File: src/rtl/pkt_buf_pkg.sv
// Shared types for the scheduler packet buffer: writer FSM states, descriptor layout
// and the default buffer address width.
package pkt_buf_pkg;

    localparam int unsigned ADDR_WIDTH_DEF = 12;

    typedef enum logic [1:0] {
        StIdle,
        StWrite,
        StDrop,
        StDesc
    } wr_state_e;

    typedef struct packed {
        logic [ADDR_WIDTH_DEF-1:0] addr;
        logic [ADDR_WIDTH_DEF-1:0] len;
    } pkt_desc_t;

endpackage

File: src/rtl/pkt_buffer_writer.sv
// Buffer ingress: stores AXI-Stream beats at the free-list head, emits a descriptor per packet
// and drops whole packets that start while the address manager is almost full.
module pkt_buffer_writer
    import pkt_buf_pkg::*;
#(
    parameter int unsigned DATA_WIDTH = 256,
    parameter int unsigned ADDR_WIDTH = ADDR_WIDTH_DEF,
    parameter int unsigned CNT_WIDTH  = 32
) (
    input  logic                  clk,
    input  logic                  rstn,
    input  logic [DATA_WIDTH-1:0] s_axis_tdata,
    input  logic                  s_axis_tvalid,
    input  logic                  s_axis_tlast,
    output logic                  s_axis_tready,
    input  logic [ADDR_WIDTH-1:0] am_fl_head,
    input  logic                  am_almost_full,
    output logic                  am_wr_en,
    output logic                  buf_wr_en,
    output logic [ADDR_WIDTH-1:0] buf_wr_addr,
    output logic [DATA_WIDTH-1:0] buf_wr_data,
    output logic                  m_desc_valid,
    input  logic                  m_desc_ready,
    output logic [ADDR_WIDTH-1:0] m_desc_addr,
    output logic [ADDR_WIDTH-1:0] m_desc_len,
    output logic [CNT_WIDTH-1:0]  drop_count
);

    wr_state_e             state_q;
    logic [ADDR_WIDTH-1:0] sop_addr_q;
    logic [ADDR_WIDTH-1:0] len_q;
    logic                  desc_valid_q;
    logic [CNT_WIDTH-1:0]  drop_cnt_q;

    logic accept;
    logic store;

    // Gated by rstn so nothing is accepted (and nothing written) while in reset.
    assign s_axis_tready = rstn & (state_q != StDesc);
    assign accept        = s_axis_tvalid & s_axis_tready;
    assign store         = accept & (((state_q == StIdle) & ~am_almost_full) |
                                     (state_q == StWrite));

    assign buf_wr_en    = store;
    assign am_wr_en     = store;
    assign buf_wr_addr  = am_fl_head;
    assign buf_wr_data  = s_axis_tdata;

    assign m_desc_valid = desc_valid_q;
    assign m_desc_addr  = sop_addr_q;
    assign m_desc_len   = len_q;
    assign drop_count   = drop_cnt_q;

    always_ff @(posedge clk) begin
        if (!rstn) begin
            state_q      <= StIdle;
            sop_addr_q   <= '0;
            len_q        <= '0;
            desc_valid_q <= 1'b0;
            drop_cnt_q   <= '0;
        end else begin
            unique case (state_q)
                StIdle: begin
                    if (accept) begin
                        if (am_almost_full) begin
                            if (drop_cnt_q != '1) begin
                                drop_cnt_q <= drop_cnt_q + CNT_WIDTH'(1);
                            end
                            state_q <= s_axis_tlast ? StIdle : StDrop;
                        end else begin
                            sop_addr_q <= am_fl_head;
                            len_q      <= ADDR_WIDTH'(1);
                            if (s_axis_tlast) begin
                                state_q      <= StDesc;
                                desc_valid_q <= 1'b1;
                            end else begin
                                state_q <= StWrite;
                            end
                        end
                    end
                end
                StWrite: begin
                    // Almost-full is deliberately ignored once a packet has started.
                    if (accept) begin
                        len_q <= len_q + ADDR_WIDTH'(1);
                        if (s_axis_tlast) begin
                            state_q      <= StDesc;
                            desc_valid_q <= 1'b1;
                        end
                    end
                end
                StDrop: begin
                    if (accept && s_axis_tlast) begin
                        state_q <= StIdle;
                    end
                end
                StDesc: begin
                    if (m_desc_ready) begin
                        desc_valid_q <= 1'b0;
                        state_q      <= StIdle;
                    end
                end
                default: state_q <= StIdle;
            endcase
        end
    end

endmodule
File: config.mk
export PLATFORM = sky130hd
export DESIGN_NAME = pkt_buffer_writer
export DESIGN_NICKNAME = d
export VERILOG_FILES = /design/src/rtl/pkt_buf_pkg.sv /design/src/rtl/pkt_buffer_writer.sv
export SDC_FILE = /design/constraint.sdc
export NUM_CORES = 1
export LEC_CHECK = 0
export BUFFER_PORTS_ARGS = -buffer_cell sky130_fd_sc_hd__buf_2
export CORE_AREA = 2 2 232 234
export CTS_CLUSTER_SIZE = 8
export DETAILED_ROUTE_END_ITERATION = 7
export DIE_AREA = 0 0 234 236
export MAX_ROUTING_LAYER = met4
export SLEW_MARGIN = 40
export SYNTH_ARGS = -nofsm -noshare
export SYNTH_HDL_FRONTEND = slang
export SYNTH_SLANG_ARGS = --single-unit
File: constraint.sdc
create_clock -name clk -period 5.8 [get_ports clk]
set_input_delay 0.58 -clock clk [delete_from_list [all_inputs] [get_ports clk]]
set_output_delay 0.58 -clock clk [all_outputs]
set_load 0.05 [all_outputs]
==> results.yml, run 1 <==
cells_and_area:
  num-nets-final: 700
  final_cell_area_mm2: 0.00439
  area_delta_synth_final_pct: -8.72
  drive_gt1_share_pct: 28.0
  final_common_cell: "buf_2"
  instances_no_fill: 1127
  final_util_pct: 8.27
  final_cell_mix: "buf_2 (89), dfxtp_1 (59), nand2_1 (45)"
routing:
  ant_nets: 0
  num_vias: 3219
  drcViolationCount: 0
  avgRoutedWirePerCell_um: 15.4
  drtPass1Iterations: 4
  drtIter0Drc: 211
  via_per_inst: 2.86
  wl_mm: 17.3
yosys:
  syn_area_per_cell_um2: 7.97
  synthFlopType: "dfxtp_1"
  netlist_area_mm2: 0.00481
  syn_nets: 879
  yosys.area_share.simple_pct: 18.1
  synth_fa_ha_area_share_pct: 0.521
  ys_async_sr_fraction_pct: 0
  ys_types: 46
  synthCells: 603
  seq_area_frac_synth_pct: 24.6
  synthXorXnorAreaFrac_pct: 2.00
  ys_warn_count: 0
  synth_edf_count: 0
  synth-compound-area-share_pct: 9.79
  ys_ff_latch: 59
  synth_top_family_by_area: "buffers and inverters"
  synth_mux_area_share_pct: 0.833
sta:
  tns_ns: 0
  fin_crit_ns: 2.51
  hold_viol: 0
  period_share_pct: 43.3
  worstMarginPinSlew_ns: 0.720
  clock.fmax_mhz: 398
  rsz0062_at_grt: "false"
  setup_viol: 0
  drv_slew: 0
  slew_headroom_pct: 52.0
  fin_skew_ns: 0.00390
worst_setup_path:
  end_kind: "output pin"
  critPathMostFrequentCell: "buf_2"
  worstPathArrival_ns: 1.93
  slowest_delay_ns: 0.44
  cp_num_buf_inv: 2
  critPathTopFamily: "buffers and inverters"
  critPathMaxFanout: 16
  start_kind: "primary input"
  criticalPathCategory: "primary input to output pin"
  crit_slowest_cell: "nor2_1"
  crit_path_cell_trace: "buf_2, nand3b_4, nor2_1, buf_2"
  required_ns: 5.22
floorplan:
  ios: 602
  core_mm2: 0.0531
  die_h_um: 236
  dieArea_mm2: 0.0552
  rows: 85
  start_util_pct: 9.06
  die_x_um: 234
clock_network:
  clock_latency_ns: 0.34
  hold_buffers: 0
  postCtsSetupBuffers: 0
  clk_pin_slew_ns: 0.06
  cts.path.max_buffers: 2
  htreeDepth: 3
  cts_made_buffers: 9
  cts_root_buffer: "clkbuf_16"
  postCtsResizedCells: 0
  cts_tree: "built"
  clock-sinks: 59
flow_run:
  cap_violations: 0
global_routing:
  grt_most_used_layer: "met2"
  grt_first_pass_wirelength_mm: 23.1
  grt_pass1_vias: 3123
  grt_max_degree: 33
  grtUsageTotal_pct: 6.28
  grt_use_met3_pct: 5.45
  use_met2_pct: 8.54
  grt_antenna_before_repair: 3
  grt_util_met1_pct: 5.02
  grt_overflow: 0
placement:
  portBuffers: 89
  dp_hpwl_mm: 14.1
  placed_area_mm2: 0.00405
  place.gp.congestion: 0.740
  place_inst: 1108
power:
  power_density_mw_per_mm2: 252
  p_leak_nw: 1.49
  fin_total_pwr_mw: 1.10
  vdd_drop_max_mv: 0.146
min_path:
  hp-class: "flop to flop"
status:
  status: "complete, no violations"
==> tightest hold or removal path: cells and delay by family (launching register included) <==
family             cells  cell delay (ns)
AOI/OAI and AO/OA      1             0.05
and+or+nand+nor        1             0.05
DFF                    1             0.31
==> synthesized netlist by cell type (6+ instances only) <==
library cell,instances,area share (%)
o31ai_1,6,0.94
xor2_1,6,1.1
nand3_1,20,2.1
a21oi_1,40,4.2
o21ai_1,7,0.73
buf_4,269,42
o21ai_0,15,1.6
nand4_1,14,1.8
nand2_1,45,3.5
dfxtp_1,59,25
inv_1,7,0.55
nor3_1,9,0.94
clkbuf_1,10,0.78
or3_1,19,2.5
nor2_1,16,1.2
==> area by class of cell <==
class                      count  area, µm²
fill                        6148      48700
multi-input combinational    254       1510
sequential                    59       1180
tap                          696        871
timing repair buffer          92        472
clock buffer                  10        229
clock inverter                 6       90.1
inverter                       8       30.0
antenna                        2       5.00
==> sequential cells by signal (all words and copies together) (netlist names) <==
name          flops
m_desc_len       12
drop_count       32
m_desc_valid      1
state_q           2
m_desc_addr      12
==> final timing paths <==
kind / from / to / slack [ns] / cells past startpoint
setup / recovery: rstn / buf_wr_en / 3.29 / 4
hold / removal: m_desc_addr[4] / m_desc_addr[4] / 0.45 / 2
setup reg to reg: drop_count[0] / drop_count[28] / 3.34 / 6
hold reg to reg: m_desc_addr[4] / m_desc_addr[4] / 0.45 / 2
==> power by group <==
part | switching, mW | internal [mW]
logic | 0.0707 | 0.0210
clock network | 0.216 | 0.377
registers | 0.00800 | 0.411
==> cell families (layout without fill, tap and decap cells) <==
kind of cell,after synthesis,count (layout)
buffers and inverters,290,116
DFF,59,59
AOI/OAI and AO/OA,81,81
and+or+nand+nor,156,156
muxes,4,4
adders and majority gates,2,2
xor gates and xnor gates,11,11
other,0,2
==> layer usage <==
| layer | up-vias | routed length [µm] |
|---|---|---|
| met2 | 268 | 7410 |
| met4 | 0 | 1570 |
| met1 | 1412 | 4980 |
| met3 | 119 | 3350 |
| li1 | 1420 | - |
| met5 | - | 0 |
==> metrics by stage <==
step,worst slack (ns),hold WS (ns)
floorplan,3.39,0.647
global placement,3.16,0.441
detailed placement,3.14,0.447
CTS,3.13,0.453
global route,3.07,0.461
finish,3.29,0.452
No activity file was read; power rests on OpenSTA's default activity.
==> run 2, diff against run 1 <==
Settings changed: ABC_AREA from default to 1, CORE_AREA 2 2 232 234 to 2 2 237 239, DIE_AREA 0 0 234 236 to 0 0 239 241.
Clock period 5.8 ns to 2 ns, I/O delays scaled along.
==> run 2 against run 1 <==
Critical path depth rose by 3. Largest power group unchanged. Sequential share of layout area fell by 3.6 points. Cell count rose by 18%. Register-to-register slack got worse by 3.2 ns. Non-clock buffer count rose by 17. Largest cell class unchanged. Synthesized cell count rose by 30%. Core utilization rose by 0.99 points. Global-route usage rose by 0.97 points. Worst hold slack got worse by 0.37 ns. Via count rose by 26%. Sequential cell count did not move. Die area rose by 4.3%. Highest routed layer unchanged.
==> results.yml, run 2 <==
status:
  status: "complete, no violations"
sta:
  rsz0062_at_grt: "false"
  tns_ns: 0
  worstMarginPinSlew_ns: 0.464
  fin_crit_ns: 1.82
  drv_slew: 0
  fin_ws_ns: 0.177
  slew_headroom_pct: 68.9
  period_share_pct: 91.1
  setup_viol: 0
  hold_viol: 0
  fin_skew_ns: 0.0134
  clock.fmax_mhz: 549
global_routing:
  grt_max_degree: 28
  grt_antenna_before_repair: 0
  grt_pass1_vias: 3908
  grt_first_pass_wirelength_mm: 28.0
  grtUsageTotal_pct: 7.25
  grt_overflow: 0
clock_network:
  hold_buffers: 0
  htreeDepth: 3
  cts.path.max_buffers: 2
  cts_made_buffers: 9
  clk_pin_slew_ns: 0.06
  cts_tree: "built"
  postCtsResizedCells: 0
  cts_root_buffer: "clkbuf_16"
  clock_latency_ns: 0.35
  postCtsSetupBuffers: 0
  clock-sinks: 59
min_path:
  whs_path_depth: 3
  hold_path_end: "m_desc_addr[11]"
  hp-class: "primary input to flop"
  hp-start: "am_fl_head[11]"
routing:
  wl_met1_mm: 6.88
  drcViolationCount: 0
  via_per_inst: 3.05
  highest_layer: "met4"
  avgRoutedWirePerCell_um: 15.5
  num_vias: 4070
  drtPass1Iterations: 4
  wl_mm: 20.7
  dr_wl_met3_mm: 3.63
  wl_met2_mm: 8.88
  drtIter0Drc: 222
  ant_nets: 0
placement:
  place_inst: 1316
  dp_slack_ns: 0.182
  dp_hpwl_mm: 17.1
  place.gp.congestion: 0.849
  placed_area_mm2: 0.00475
  portBuffers: 89
yosys:
  synthTopCellsByCount: "buf_4 (270), nand2_1 (155), nor2_1 (101)"
  syn_nets: 1061
  yosysTopAreaCell: "buf_4"
  synth_edf_count: 0
  synthFlopType: "dfxtp_1"
  seq_area_frac_synth_pct: 22.0
  syn_area_per_cell_um2: 6.84
  synth.most_common_cell: "buf_4"
  netlist_area_mm2: 0.00537
  ys_warn_count: 0
  ys_async_sr_fraction_pct: 0
  ys_ff_latch: 59
  synthCells: 785
  synth_area_leaders: "buf_4 (38%), dfxtp_1 (22%), nand2_1 (11%)"
  ys_types: 34
  synth_top_area_share_pct: 37.7
worst_setup_path:
  end_kind: "flop"
  required_ns: 2.29
  criticalPathCategory: "flop to flop"
  r2r_end: "drop_count[15]"
  start_kind: "flop"
  rrSetupSlack_ns: 0.18
  critPathMaxFanout: 7
  worstPathArrival_ns: 2.11
  timing.rr.start: "drop_count[2]"
  rr_worst_depth: 7
cells_and_area:
  area_delta_synth_final_pct: -5.43
  final_common_cell: "nand2_1"
  final_cell_area_mm2: 0.00508
  largest_reg_flops: 32
  num-nets-final: 899
  nFillCells: 6494
  drive_gt1_share_pct: 25.6
  instances_no_fill: 1333
  final-seq-area_mm2: 0.00118
  multi_input_area_mm2: 0.00194
  final_cell_mix: "nand2_1 (155), nor2_1 (101), buf_2 (89)"
power:
  vdd_drop_max_mv: 0.397
  fin_total_pwr_mw: 3.65
  p_leak_nw: 1.90
  power_density_mw_per_mm2: 718
floorplan:
  rows: 86
  die_h_um: 241
  die_x_um: 239
  dieArea_mm2: 0.0576
  ios: 602
  core_mm2: 0.0549
  start_util_pct: 9.79
flow_run:
  cap_violations: 0
==> run 2: layer usage <==
layer / track usage (%) / up-vias
li1: - / 1868
met1: 6.73 / 1696
met2: 10.6 / 364
met3: 5.19 / 142
met4: 4.94 / 0
met5: - / -
==> run 2: cell type report <==
cell class / instances / area share (%)
inverters: 39 / 2.88
clock buffers: 10 / 4.71
multi-input cells: 405 / 38.2
repair buffers: 109 / 11.7
flip-flops and latches: 59 / 23.3
clock inverters: 6 / 1.75
well taps: 704 / 17.3
diodes: 1 / 0.0493
==> run 2: how the worst max path moves through the flow <==
stage             startpoint        endpoint  slack (ns)
2_1_floorplan  drop_count[5]  drop_count[25]       0.007
3_3_place_gp   drop_count[2]  drop_count[15]        0.22
3_5_place_dp   drop_count[2]  drop_count[15]        0.18
4_1_cts        drop_count[2]  drop_count[15]        0.18
5_1_grt        drop_count[0]   drop_count[3]        0.04
6_report       drop_count[2]  drop_count[15]        0.18
==> run 2: cell families (layout without fill, tap and decap cells) <==
family / count (synthesis) / count (layout) / share of synthesized area [%]
fa+ha+maj: 2 / 2 / 0.466
compound gates: 61 / 61 / 6.59
simple gates: 329 / 329 / 27.0
xor+xnor: 13 / 13 / 2.12
other cells: 0 / 1 / 0
buf+inv: 321 / 164 / 41.8
flops: 59 / 59 / 22.0
==> run 2: through the flow <==
stage	hold slack, ns	utilization, %
global placement	0.400	8.65
floorplan	0.335	-
detailed placement	0.400	8.65
global route	0.0797	9.25
finish	0.0861	9.25
CTS	0.0608	9.25
==> run 2: critical path: stages (launching register included) <==
cell	delay, ns
dfxtp_1	0.51
nand2_1	0.11
nor2_1	0.23
nand2_1	0.17
nor2_1	0.31
xor2_1	0.23
nand2_1	0.09
a21oi_2	0.11
==> run 2: power breakdown <==
part	internal (mW)	switching, mW
clock	1.12	0.639
combinational	0.147	0.468
sequential	1.23	0.0419
==> run 3, diff against run 2 <==
Settings changed: CTS_BUF_LIST from default to sky130_fd_sc_hd__clkbuf_2 sky130_fd_sc_hd__clkbuf_4 sky130_fd_sc_hd__clkbuf_8, SKIP_CTS_REPAIR_TIMING from default to 1.
Clock period 2 ns to 1.49 ns, I/O delays scaled along.
==> run 3 against run 2 <==
Combinational power grew 95%. Wire length grew 3.0%. Largest cell class unchanged. The run now ends with negative setup slack left. Register-to-register slack lost 0.24 ns.
==> results.yml, run 3 (synthesized netlist as in run 2, its figures left out) <==
worst_setup_path:
  end_kind: "output pin"
  startpoint: "state_q[1]"
  worstPathArrival_ns: 1.42
  r2r_end: "drop_count[30]"
  criticalPathCategory: "flop to output pin"
  start_kind: "flop"
  critPathMaxFanout: 4
  rrSetupSlack_ns: -0.06
  timing.critical_path.to: "am_wr_en"
  timing.rr.start: "drop_count[1]"
  required_ns: 1.34
  rr_worst_depth: 11
sta:
  fin_ws_ns: -0.0760
  clock.fmax_mhz: 639
  tns_ns: -0.777
  setup_viol: 24
  period_share_pct: 105
  hold_viol: 0
  worstMarginPinSlew_ns: 0.502
  fin_skew_ns: 0.0101
  fin_crit_ns: 1.57
  rsz0062_at_grt: "true"
  slew_headroom_pct: 66.6
  drv_slew: 0
placement:
  dp_hpwl_mm: 17.0
  place_inst: 1372
  portBuffers: 89
  place.gp.congestion: 0.832
flow_run:
  cap_violations: 0
cells_and_area:
  largest_reg_flops: 32
  final_common_cell: "nand2_1"
  nFillCells: 6436
  final_util_pct: 11.3
  final_cell_mix: "nand2_1 (123), buf_2 (85), buf_4 (76)"
  drive_gt1_share_pct: 48.7
  area_delta_synth_final_pct: 15.1
  num-nets-final: 977
  instances_no_fill: 1410
  diodes: 0
routing:
  num_vias: 4355
  drtIter0Drc: 166
  avgRoutedWirePerCell_um: 15.1
  ant_nets: 0
  wl_mm: 21.3
  via_per_inst: 3.09
  drtPass1Iterations: 4
  drcViolationCount: 0
global_routing:
  grt_overflow: 0
  grt_pass1_vias: 4229
  grt_first_pass_wirelength_mm: 28.1
  grt_antenna_before_repair: 1
  grt_max_degree: 29
  grtUsageTotal_pct: 7.24
floorplan:
  ios: 602
  start_util_pct: 9.79
  die_h_um: 241
  rows: 86
  dieArea_mm2: 0.0576
  core_mm2: 0.0549
  die_x_um: 239
clock_network:
  clk_pin_slew_ns: 0.07
  cts_made_buffers: 9
  clock_latency_ns: 0.42
  htreeDepth: 3
  cts_root_buffer: "clkbuf_8"
  cts.path.max_buffers: 2
  cts_tree: "built"
  clock-sinks: 59
power:
  p_leak_nw: 2.47
  power_density_mw_per_mm2: 774
  vdd_drop_max_mv: 0.898
min_path:
  hp-class: "primary input to flop"
status:
  status: "complete, but fails checks"
  violations: "negative setup slack"
[run 3: cell count changes in the layout (fill, tap and decap cells not counted), moves of 9 or more]
cell / change
a21oi_1: -10
a21oi_2: +10
buf_4: +56
clkbuf_16: -9
clkbuf_8: +12
dfxtp_1: -36
dfxtp_2: +20
dfxtp_4: +16
dlygate4sd3_1: +11
nand2_1: -32
nand2_2: +24
nor2_1: -26
nor2_2: +15
nor2_4: +11
[run 3: final cells by class]
cell class	count	area (µm²)	share of cell area (%)
inverter	39	159	2.57
multi-input combinational	405	2300	37.2
clock buffer	13	179	2.90
tap	704	881	14.3
clock inverter	3	67.6	1.09
timing repair buffer	187	1330	21.5
sequential	59	1270	20.5
[run 3: worst min-delay path by stage]
stage	slack [ns]	from	cells after the start	to
after floorplan	0.28	rstn	2	m_desc_len[0]
after global placement	0.30	s_axis_tdata[126]	0	buf_wr_data[126]
after detailed placement	0.30	s_axis_tdata[126]	0	buf_wr_data[126]
after CTS	-0.09	am_fl_head[0]	3	m_desc_addr[0]
after global routing	0.003	s_axis_tlast	3	m_desc_valid
final	0.01	s_axis_tlast	3	m_desc_valid
[run 3: worst max-delay path, stage by stage, from the launching register on]
cell     delay (ns)
dfxtp_2        0.35
buf_6          0.13
inv_4          0.06
o21ai_4        0.06
nor2_4         0.14
buf_6          0.13
buf_8          0.13
[run 3: per-stage QoR]
step                      total power [mW]  worst slack, ns  hold WS [ns]  cell area (µm²)
after floorplan                       4.24           -0.194         0.280             5520
after global placement                2.73          -0.0902         0.298             5360
after global routing                  5.04           -0.177       0.00339             6180
after detailed placement              2.73           -0.107         0.298             5360
final                                 4.78          -0.0760        0.0145             6180
after CTS                             4.71           -0.361       -0.0921             5610
[run 3: power by group]
group	internal (mW)	switching (mW)
combinational	0.435	0.765
sequential	1.63	0.0620
clock	1.12	0.771
[run 3: metal layers]
layer / global-route usage (%) / vias to the layer above / part of all wire, %
met2: 10.2 / 370 / 44
met3: 5.39 / 153 / 16
li1: - / 2014 / -
met4: 6.31 / 0 / 7.8
met5: - / - / 0
met1: 6.38 / 1818 / 33
